--- src/rtl/obstacle_scheduler_pkg.sv ---
// Shared game definitions: obstacle kinds, scheduler states, LFSR constants.
package obstacle_scheduler_pkg;

    typedef enum logic [1:0] {
        SMALL_CACTUS = 2'd0,
        LARGE_CACTUS = 2'd1,
        BIRD         = 2'd2
    } obstacle_t;

    typedef enum logic [1:0] {
        S_IDLE  = 2'd0,
        S_LOAD  = 2'd1,
        S_GAP   = 2'd2,
        S_SPAWN = 2'd3
    } sched_state_t;

    localparam logic [7:0] LFSR_LOCKUP = 8'hFF;

    function automatic obstacle_t map_type(input logic [1:0] r,
                                           input logic       bird);
        obstacle_t t;
        t = SMALL_CACTUS;
        unique case (1'b1)
            !r[1]:         t = SMALL_CACTUS;
            r[1] && !r[0]: t = LARGE_CACTUS;
            r[1] && r[0]:  t = bird ? BIRD : LARGE_CACTUS;
            default:       t = SMALL_CACTUS;
        endcase
        return t;
    endfunction

endpackage

--- src/rtl/obstacle_scheduler.sv ---
// Spawn scheduler: waits a random tick gap, then offers one obstacle
// to the manager through a valid/ready handshake.
module obstacle_scheduler #(
    parameter logic [7:0] MIN_GAP  = 8'd40,
    parameter logic [7:0] GAP_MASK = 8'h3F
) (
    input  logic       clk,
    input  logic       reset,
    input  logic       game_run,
    input  logic       tick,
    input  logic [1:0] level,
    input  logic       bird_en,
    input  logic [7:0] lfsr_q,
    output logic       lfsr_en,
    output logic       lfsr_clr,
    output logic       spawn_valid,
    input  logic       spawn_ready,
    output logic [1:0] spawn_type,
    output logic [7:0] spawn_count
);

    import obstacle_scheduler_pkg::*;

    sched_state_t state_q, state_d;
    logic [7:0]   gap_cnt_q, gap_cnt_d;
    obstacle_t    type_q, type_d;
    logic [7:0]   count_q, count_d;

    logic lock;
    logic en_raw;

    assign lock = (lfsr_q == LFSR_LOCKUP);

    always_ff @(posedge clk or negedge reset) begin
        if (!reset) begin
            state_q   <= S_IDLE;
            gap_cnt_q <= 8'd0;
            type_q    <= SMALL_CACTUS;
            count_q   <= 8'd0;
        end else begin
            state_q   <= state_d;
            gap_cnt_q <= gap_cnt_d;
            type_q    <= type_d;
            count_q   <= count_d;
        end
    end

    // Dropping game_run wins over everything, including a handshake.
    always_comb begin
        state_d   = state_q;
        gap_cnt_d = gap_cnt_q;
        type_d    = type_q;
        count_d   = count_q;
        unique case (state_q)
            S_IDLE: begin
                if (game_run) begin
                    state_d = S_LOAD;
                    count_d = 8'd0;
                end
            end
            S_LOAD: begin
                if (!game_run) begin
                    state_d = S_IDLE;
                end else if (!lock) begin
                    gap_cnt_d = MIN_GAP + ((lfsr_q & GAP_MASK) >> level);
                    state_d   = S_GAP;
                end
            end
            S_GAP: begin
                if (!game_run) begin
                    state_d = S_IDLE;
                end else if (tick) begin
                    if (gap_cnt_q == 8'd1) begin
                        state_d = S_SPAWN;
                        type_d  = map_type(lfsr_q[1:0], bird_en);
                    end else begin
                        gap_cnt_d = gap_cnt_q - 8'd1;
                    end
                end
            end
            S_SPAWN: begin
                if (!game_run) begin
                    state_d = S_IDLE;
                end else if (spawn_ready) begin
                    count_d = count_q + 8'd1;
                    state_d = S_LOAD;
                end
            end
            default: state_d = S_IDLE;
        endcase
    end

    always_comb begin
        en_raw      = 1'b0;
        spawn_valid = 1'b0;
        unique case (state_q)
            S_IDLE:  en_raw = 1'b1;
            S_LOAD:  en_raw = game_run;
            S_GAP:   en_raw = 1'b0;
            S_SPAWN: begin
                spawn_valid = 1'b1;
                en_raw      = game_run && spawn_ready;
            end
            default: en_raw = 1'b0;
        endcase
    end

    // Both LFSR controls are held off while reset is asserted.
    assign lfsr_clr    = reset && lock;
    assign lfsr_en     = reset && !lock && en_raw;
    assign spawn_type  = type_q;
    assign spawn_count = count_q;

endmodule

--- config.mk ---
export PLATFORM = sky130hd
export DESIGN_NAME = obstacle_scheduler
export DESIGN_NICKNAME = d
export VERILOG_FILES = /design/src/rtl/obstacle_scheduler_pkg.sv /design/src/rtl/obstacle_scheduler.sv
export SDC_FILE = /design/constraint.sdc
export NUM_CORES = 1
export LEC_CHECK = 0
export CAP_MARGIN = 20
export CORE_ASPECT_RATIO = 1.1
export CORE_UTILIZATION = 39
export CTS_BUF_LIST = sky130_fd_sc_hd__clkbuf_8
export CTS_CLUSTER_SIZE = 14
export DETAILED_ROUTE_END_ITERATION = 8
export HOLD_SLACK_MARGIN = 0.05
export SLEW_MARGIN = 20
export SYNTH_ARGS = -nofsm -noshare
export SYNTH_HDL_FRONTEND = slang
export SYNTH_SLANG_ARGS = --single-unit
--- constraint.sdc ---
create_clock -name clk -period 3.61 [get_ports clk]
set_input_delay 0.5415 -clock clk [delete_from_list [all_inputs] [get_ports clk]]
set_output_delay 0.5415 -clock clk [all_outputs]
set_load 0.05 [all_outputs]
* Word-level counts from Yosys, hierarchy flattened
Index checks and enable logic that the tools add are counted.
** Word-level totals
- Register bits after elaboration :: 20
- Input port bits :: 16
- Output and inout bits :: 13
** Operators by class
- Muxes and demuxes :: 23
- Add/sub/neg operators :: 3
- Reduce and logical (&&, ||, !) cells :: 15
- Eq/ne operators :: 17
- Shift operators :: 1
** Operators with widths (count)
- 8-bit 2-to-1 mux :: 8
- 8-bit one-hot mux with 2 select lines :: 2
- 2-bit 2-to-1 mux :: 9
- 2-bit inequality test, second input constant :: 8
- 3-bit inequality test, second input constant :: 4
- 6-bit by 8-bit adder with 8-bit output, first input constant :: 1
- 8-bit by 1-bit adder with 8-bit output, second input constant :: 1
- 8-bit by 1-bit == test with 1-bit output, second input constant :: 1
- 8-bit == test, second input constant :: 1
- 2-bit one-hot mux with 4 select lines :: 1
- 4-bit AND reduction :: 2
- 6-bit by 2-bit right shift with 8-bit output :: 1
- 8-bit by 1-bit subtractor with 8-bit output, second input constant :: 1
- 1-bit logical AND :: 6
- 6-bit AND reduction :: 1
- 5-bit AND reduction :: 1
- 2-bit == test, second input constant :: 2
- 1-bit one-hot mux with 4 select lines :: 1
- 2-bit one-hot mux with 2 select lines :: 1
- 2-bit nonzero test :: 2
- 2-bit by 1-bit == test with 1-bit output, second input constant :: 1
- 1-bit logical NOT :: 2
- 2-bit logical NOT :: 1
- 1-bit 2-to-1 mux :: 1

* Depth between registers and ports, before layout
Gate-level depths: netlist (run 1).
- Depth after elaboration :: 5
- Gate-level depth with buffers :: 7

* Worst setup path before layout (run 1)
OpenSTA, ideal clock, no wires.
- Kind :: input to output
- From :: in lfsr_q[2]
- To :: out lfsr_en
- Data arrival time :: 1.820 ns
- Slack :: 1.248 ns
- Required time :: 3.069 ns
- Buffers on the path :: 0
- Stages :: 3
- Path through :: nand4_1 nor2_1 nor3_1
** On the way
- Longest elaborated chain between the ends :: 4
** Ends and longest elaborated chain
- start: declaration :: line obstacle_scheduler.sv:13 : input logic [7:0] lfsr_q,
- 8-bit == test :: line obstacle_scheduler.sv:32 : assign lock = (lfsr_q == LFSR_LOCKUP);
- 1-bit logical NOT :: line obstacle_scheduler.sv:110 : assign lfsr_en = reset && !lock && en_raw;
- 1-bit logical AND (2 in series) :: line obstacle_scheduler.sv:110
- end: declaration :: line obstacle_scheduler.sv:14 : output logic lfsr_en,
Every way passes these cells.

* Worst setup path in the final report (run 1)
- From :: in lfsr_q[5]
- To :: out lfsr_clr
** On the way
- Longest elaborated chain between the ends :: 2
** Ends and longest elaborated chain
- 8-bit == test :: line obstacle_scheduler.sv:32
- 1-bit logical AND :: line obstacle_scheduler.sv:109 : assign lfsr_clr = reset && lock;
- end: declaration :: line obstacle_scheduler.sv:15 : output logic lfsr_clr,
Every way passes these cells.

==> results of run 1 <==
power breakdown:
| part | switching (W) | internal, W |
|---|---|---|
| Combinational | 0.000146 | 0.000112 |
| Sequential | 0.0000701 | 0.000267 |
| Clock | 0.0000805 | 0.0000973 |
kinds of logic (layout without fill, tap and decap cells):
group / count (synthesis) / in the layout / synth area share (%)
AOI/OAI and AO/OA: 43 / 43 / 21.3
xor gates and xnor gates: 7 / 7 / 4.22
adders and majority gates: 4 / 4 / 3.45
buffers and inverters: 17 / 42 / 5.25
DFF: 20 / 20 / 34.5
muxes: 7 / 7 / 6.72
and+or+nand+nor: 59 / 59 / 24.6
critical path: cells and delay by family:
family	cells	cell delay, ns
buffers and inverters	2	1.34
AND/OR/NAND/NOR	3	0.54
per-stage QoR:
| step | hold slack [ns] | setup WS [ns] |
|---|---|---|
| 2_1_floorplan | 0.246 | 1.25 |
| 3_3_place_gp | 0.491 | 0.677 |
| 3_5_place_dp | 0.500 | 0.641 |
| 4_1_cts | 0.518 | 0.638 |
| 5_1_grt | 0.553 | 0.558 |
| 6_report | 0.512 | 0.646 |
metal layers:
layer	share of wire, %	track usage, %	vias up	wire length (um)
met1	43	23.2	635	1420
met4	2.0	10.2	0	67
met5	0	0	-	0
met2	51	32.3	37	1690
met3	3.5	2.35	7	114
li1	-	-	632	-
layout by cell type (no fill, tap or decap), types with 3 or more instances in the layout:
cell and count:
nor3_1 5, and3_1 3, dfrtp_1 20, xnor2_1 7, clkbuf_8 4, nand4_1 3
a22o_1 3, o21ai_0 4, nand3_1 7, nand2b_1 4, a31oi_1 4, a21oi_1 13
nand2_1 6, mux2i_1 3, clkdlybuf4s50_1 27, inv_1 8, nor2_1 14, ha_1 4
registers in the layout, summed over array words and instances (netlist names):
signal / count
spawn_type: 2
spawn_count: 8
state_q: 2
gap_cnt_q: 8
path summary, 6_finish.rpt:
check                               from             end  cells past startpoint
setup / recovery               lfsr_q[5]        lfsr_clr                      5
hold / removal             spawn_type[1]   spawn_type[1]                      1
setup reg to reg            gap_cnt_q[1]    gap_cnt_q[6]                      6
hold reg to reg            spawn_type[1]   spawn_type[1]                      1
max in group asynchronous          reset    gap_cnt_q[0]                      2
min in group asynchronous          reset  spawn_count[0]                      2
cell type report:
class	count	area, um^2
Clock buffer	4	55.1
Timing Repair Buffer	29	285
Tap cell	48	60.1
Sequential cell	20	500
Fill cell	333	1630
Inverter	9	33.8
Multi-Input combinational cell	120	876
==> reports/results.tsv, run 1 <==
metric	value	unit
drt_iter0_markers	61	
fin_crit	2.96	ns
wl_per_cell	14.3	um
vias	1311	
cts_hold_buf	0	
dp_cells	226	
cp-start-kind	input pin	
syn-instance-count	157	
power	0.000773	W
drc	0	
path_max_fanout	6	
synth_commonest_cells	dfrtp_1 (20), nor2_1 (14), a21oi_1 (13)	
crit_required	3.07	ns
drive_above_1_share	10.4	%
holdCritPathClass	reg2reg	
area_delta_synth_final	24.6	%
synthTopCellsByArea	dfrtp_1 (34%), a21oi_1 (4.5%), xnor2_1 (4.2%)	
p_per_area	427	nW/um^2
fin_crit_sh	82.1	%
clkTransAtPathRegs	0.08	ns
critical_path_class	in2out	
final_core_util	52.6	%
wirelength	3300	um
path_common_cell	clkdlybuf4s50_1	
post-synth-top-count-cell	dfrtp_1	
ys_warn_count	0	
rsz0062_at_grt	false	
cts_tree	yes	
yosysTopAreaCellShare	34.5	%
outcome	finished, final reports clean	
ys_seq_elements	20	
grt_max_degree	22	
vias_per_cell	5.70	
cts.sinks	20	
max_freq	337	MHz
clk_latency	0.26	ns
r2r_slack	1.74	ns
place_area	1760	um^2
htreeDepth	1	
clock_path_buffers	2	
cts-resized-gates	0	
max_slew_margin	66.8	%
worst_pin_slew	0.494	ns
final_hold_viol_count	0	
initial_core_util	42.2	%
syn_nets	177	
rows	22	
port_buffers	28	
grt_usage	19.1	%
ys.flop_type	dfrtp_1	
antenna_cells	0	
drv_cap	0	
fin_cells	230	
numCtsBuffers	3	
synthDistinctLibCells	48	
final_nets	203	
worstPathCellList	clkdlybuf4s50_1 > nand4_1 > nor2_1 > and2_1 > clkdlybuf4s50_1	
gp_congestion	0.847	
grt_overflow	0	
post_cts_buffers	0	
ys_seq_area_share	34.5	%
cp.arrival	2.42	ns
die_area	3970	um^2
yosysTopAreaCell	dfrtp_1	
leakagePower	0.716	nW
vdd_drop_max	0.000311	V
final_cell_area	1810	um^2
netlist_area	1450	um^2
final-max-slew-violation-count	0	
antenna_found_initial	0	
async_flop_share	100	%
cts_root_buf	clkbuf_8	
dr.pass1.iters	4	
grt_pass1_vias	1287	
cpPeakStageDelay	0.79	ns
finClkSkew	0.00312	ns
die_w	60.2	um
setup_viol	0	
grt_pass1_wl	5730	um
io_pins	29	
core	3440	um^2
drtAntennaViolNets	0	
synth_edf_count	0	
crit_slowest_cell	clkdlybuf4s50_1	
die_h	66.0	um
endpoint_kind	output pin	
dp_hpwl	2480	um
avgSynthCellArea	9.25	um^2
fin_setup_tns	0	ns
Note: power is estimated with default switching activity, not from simulation.
==> run 2: changes to the inputs <==
==> constraint.sdc (replaced) <==
create_clock -name clk -period 2.9 [get_ports clk]
set_input_delay 0.435 -clock clk [delete_from_list [all_inputs] [get_ports clk]]
set_output_delay 0.435 -clock clk [all_outputs]
set_load 0.05 [all_outputs]
==> run 2 against run 1 <==
Register-to-register slack lost 0.70 ns. Combinational power grew 26%. Clock-buffer cell count stayed put. Total power is 25% higher. Critical path type is now reg2out. Largest cell class unchanged.
==> reports/results.tsv, run 2 (synthesized netlist as in run 1, its figures left out) <==
metric	value	unit	change
clock_path_buffers	2		unchanged
final-max-slew-violation-count	0		unchanged
final_nets	204		+0.49%
rsz0062_at_grt	false		
mostFrequentLayoutCell	clkdlybuf4s50_1		
initial_core_util	42.2	%	unchanged
endpoint_kind	output pin		
grt_overflow	0		unchanged
cts_root_buf	clkbuf_8		
die_w	60.2	um	unchanged
setup_ws	0.413	ns	-0.233 ns
htreeDepth	1		unchanged
fin_setup_tns	0	ns	unchanged
max_slew_margin	64.6	%	-2.3 points
fin_cells	231		+0.43%
antenna_cells	0		unchanged
grt_pass1_wl	5780	um	+0.85%
drt_iter0_markers	82		+34%
seq_power_share	43.8	%	+0.2 points
cp.arrival	2.05	ns	-0.37 ns
dp_slack	0.533	ns	-0.107 ns
vias_per_cell	5.62		-1.4%
dp_cells	227		+0.44%
max_freq	402	MHz	
finClkSkew	0.00179	ns	-0.00133 ns
fin_crit_sh	85.8	%	
cts.sinks	20		unchanged
cts-resized-gates	0		unchanged
clkTransAtPathRegs	0.07	ns	about the same
worst_pin_slew	0.527	ns	+0.0336 ns
rows	22		unchanged
numCtsBuffers	3		unchanged
grt_usage	19.2	%	+0.098 points
drtAntennaViolNets	0		unchanged
antenna_found_initial	0		unchanged
path_max_fanout	9		+3
die_area	3970	um^2	unchanged
drive_above_1_share	11.5	%	+1.0 points
fin_crit	2.49	ns	
clk_latency	0.26	ns	about the same
cts_tree	yes		
dp_hpwl	2590	um	+4.7%
area_delta_synth_final	26.7	%	
post_cts_buffers	0		unchanged
crit_required	2.47	ns	-0.60 ns
leakagePower	0.729	nW	+1.9%
grt_pass1_vias	1295		+0.62%
outcome	finished, final reports clean		
setup_viol	0		unchanged
power	0.000963	W	+25%
drv_cap	0		unchanged
critical_path_class	reg2out		
pwr-share-clk	22.3	%	-0.7 points
die_h	66.0	um	unchanged
holdCritPathClass	in2async		
core	3440	um^2	unchanged
switching_power	0.000366	W	+24%
grt_max_degree	15		-32%
final_hold_viol_count	0		unchanged
final_cell_mix	clkdlybuf4s50_1 (26), dfrtp_1 (20), nor2_1 (14)		
wirelength	3350	um	+1.6%
cp-start-kind	register		
wl_per_cell	14.5	um	+1.2%
vias	1298		-0.99%
io_pins	29		unchanged
combinationalPowerShare	33.9	%	+0.5 points
cts_hold_buf	0		unchanged
drc	0		unchanged
gp_congestion	0.867		+2.3%
p_per_area	523	nW/um^2	+23%
port_buffers	28		unchanged
intPower	0.000597	W	+25%
vdd_drop_max	0.000229	V	-26%
switching_share	38.0	%	-0.29 points
dr.pass1.iters	4		unchanged
[run 2: changes by cell type in the layout (fill, tap and decap cells not counted), sizes merged]
cell,delta
clkdlybuf4s50,-1
buf,+2
[run 2: cell type report]
class | count | area (um^2)
Tap cell | 48 | 60.1
Multi-Input combinational cell | 120 | 876
Timing Repair Buffer | 30 | 315
Fill cell | 335 | 1600
Inverter | 9 | 33.8
Clock buffer | 4 | 55.1
Sequential cell | 20 | 500
[run 2: final timing paths]
check / from / to / slack, ns / cells past startpoint
worst max-delay path: state_q[1] / spawn_valid / 0.41 / 3
worst min-delay path: reset / spawn_count[1] / 0.45 / 2
worst max register to register: gap_cnt_q[1] / gap_cnt_q[1] / 1.04 / 6
worst min register to register: spawn_type[1] / spawn_type[1] / 0.51 / 1
max in group asynchronous: reset / gap_cnt_q[3] / 2.06 / 3
min in group clk: spawn_type[1] / spawn_type[1] / 0.51 / 1
[run 2: power by group through the flow]
| stage | Combinational [W] | Clock (W) | Sequential [W] |
|---|---|---|---|
| after global placement | 0.000327 | 0 | 0.000422 |
| after floorplan | 0.000236 | 0 | 0.000407 |
| after CTS | 0.000327 | 0.000221 | 0.000420 |
| after detailed placement | 0.000328 | 0 | 0.000423 |
| final | 0.000326 | 0.000215 | 0.000422 |
| after global routing | 0.000360 | 0.000233 | 0.000434 |
[run 2: critical path: stages, from the launching register on]
cell	delay [ns]
dfrtp_1	0.54
clkinv_1	0.28
nor2_1	0.16
clkdlybuf4s50_1	0.81
[run 2: routing by layer]
metal,track usage [%],vias up,routed length [um]
met3,1.76,4,107
met1,24.5,621,1550
met2,32.4,35,1640
met5,0,-,0
met4,8.43,0,54
li1,-,638,-
[run 2: stage by stage]
step	instance area [um^2]	hold WS, ns	util [%]
final	1840	0.452	53.5
after detailed placement	1790	0.501	51.9
after floorplan	1450	0.139	-
after global routing	1840	0.457	53.5
after CTS	1840	0.454	53.5
after global placement	1790	0.490	51.9
==> run 3: changes to the inputs <==
--- a/config.mk
+++ b/config.mk
@@ -12,6 +12,8 @@
 export CTS_CLUSTER_SIZE = 14
 export DETAILED_ROUTE_END_ITERATION = 8
 export HOLD_SLACK_MARGIN = 0.05
+export PLACE_DENSITY = 0.65
+export SETUP_SLACK_MARGIN = 0.2
 export SLEW_MARGIN = 20
 export SYNTH_ARGS = -nofsm -noshare
 export SYNTH_HDL_FRONTEND = slang
==> run 3 against run 2 <==
Final cell count is 0.43% lower. Hold slack gained 0.066 ns. Via count fell by 2.3%. Clock skew barely moved. Utilization is 0.25 points higher. Total power is 6.9% higher. Cell area up 0.48%. Sequential share of layout area is 0.13 points lower. Combinational power hardly changed. Largest cell class unchanged. Highest routed layer unchanged.
==> reports/results.tsv, run 3 (synthesized netlist as in run 1, its figures left out) <==
metric	value	unit	change
outcome	finished, final reports clean		
endpoint_kind	output pin		
htreeDepth	1		unchanged
mostFrequentLayoutCell	clkdlybuf4s50_1		
rsz0062_at_grt	false		
path_buf_inv	2		unchanged
drive_above_1_share	11.0	%	-0.49 points
clock_path_buffers	2		unchanged
cts_root_buf	clkbuf_8		
fin_crit	2.46	ns	-0.0315 ns
cp-start-kind	register		
vias_per_cell	5.51		-1.9%
cts.sinks	20		unchanged
cts-resized-gates	0		unchanged
leakagePower	0.731	nW	+0.29%
rows	22		unchanged
setup_viol	0		unchanged
antenna_cells	0		unchanged
max_slew_margin	65.6	%	+1.0 points
finClkSkew	0.00142	ns	-0.000369 ns
fin_crit_sh	84.7	%	-1.1 points
vias	1268		-2.3%
worstPathCellList	clkinv_1 > nor2_1 > clkdlybuf4s50_1		
initial_core_util	42.2	%	unchanged
fin_setup_tns	0	ns	unchanged
dr.pass1.iters	4		unchanged
gp_congestion	0.888		+2.5%
path_max_fanout	9		unchanged
drt_iter0_markers	73		-11%
post_cts_buffers	0		unchanged
clkTransAtPathRegs	0.08	ns	about the same
core	3440	um^2	unchanged
wirelength	3290	um	-1.8%
die_area	3970	um^2	unchanged
die_h	66.0	um	unchanged
grt_usage	18.5	%	-0.70 points
cpPeakStageDelay	0.82	ns	about the same
final_cell_mix	clkdlybuf4s50_1 (26), dfrtp_1 (20), nor2_1 (14)		
grt_pass1_wl	5530	um	-4.3%
dp_hpwl	2530	um	-2.6%
crit_slowest_cell	clkdlybuf4s50_1		
area_delta_synth_final	27.3	%	
grt_overflow	0		unchanged
max_freq	407	MHz	+1.3%
seqCellArea	500	um^2	unchanged
multi_input_area	876	um^2	unchanged
p_per_area	557	nW/um^2	+6.4%
die_w	60.2	um	unchanged
numCtsBuffers	3		unchanged
cts_hold_buf	0		unchanged
clk_latency	0.26	ns	about the same
n_fill_cell	326		-2.7%
critical_path_class	reg2out		
io_pins	29		unchanged
antenna_found_initial	0		unchanged
final_hold_viol_count	0		unchanged
final_nets	203		-0.49%
worst_pin_slew	0.515	ns	-0.0118 ns
wl_per_cell	14.3	um	-1.4%
drv_cap	0		unchanged
hold-worst-slack	0.517	ns	+0.0656 ns
final-max-slew-violation-count	0		unchanged
drc	0		unchanged
crit_required	2.47	ns	about the same
port_buffers	28		unchanged
grt_pass1_vias	1222		-5.6%
drtAntennaViolNets	0		unchanged
cp.arrival	2.02	ns	-0.03 ns
crit_family	buffers and inverters		
holdCritPathClass	reg2reg		
grt_max_degree	22		+7
cts_tree	yes		
vdd_drop_max	0.000309	V	+35%
-- run 3: routing by layer --
metal | vias up | GRT usage [%] | share of wire (%)
li1 | 628 | - | -
met1 | 611 | 23.0 | 45
met2 | 23 | 32.0 | 51
met3 | 6 | 2.35 | 2.6
met4 | 0 | 6.98 | 1.6
met5 | - | 0 | 0
-- run 3: final timing paths --
check	depth (start not counted)	slack, ns	startpoint	endpoint
min	1	0.52	spawn_type[1]	spawn_type[1]
min reg2reg	1	0.52	spawn_type[1]	spawn_type[1]
max in group asynchronous	2	2.12	reset	spawn_count[4]
min in group asynchronous	2	0.56	reset	spawn_count[0]
max reg2reg	6	1.08	gap_cnt_q[1]	gap_cnt_q[6]
max	3	0.44	state_q[1]	spawn_valid
-- run 3: where the power goes --
part	switching, W	internal (W)
Sequential	0.0000869	0.000332
Combinational	0.000183	0.000145
Clock	0.0000985	0.000184
-- run 3: worst reg2reg max path, stage by stage (launching register included) --
cell	delay, ns
dfrtp_1	0.41
inv_1	0.08
ha_1	0.17
nor3b_2	0.19
a21o_2	0.27
and2_1	0.22
o32a_1	0.36
-- run 3: final cells by class --
type | count | share of cell area (%)
multi-input combinational | 120 | 47.4
sequential | 20 | 27.1
timing repair buffer | 29 | 16.6
tap | 48 | 3.25
clock buffer | 3 | 2.23
inverter | 9 | 1.83
clock inverter | 1 | 1.62
-- run 3: per-stage QoR --
stage | setup slack (ns) | utilization [%] | instance area [um^2] | std cells | total power, W
after floorplan | 0.714 | - | 1450 | 157 | 0.000643
after global placement | 0.601 | 51.7 | 1780 | 226 | 0.000750
after detailed placement | 0.559 | 51.7 | 1780 | 226 | 0.000752
after CTS | 0.434 | 53.7 | 1850 | 230 | 0.00104
after global routing | 0.328 | 53.7 | 1850 | 230 | 0.00109
final | 0.444 | 53.7 | 1850 | 230 | 0.00103
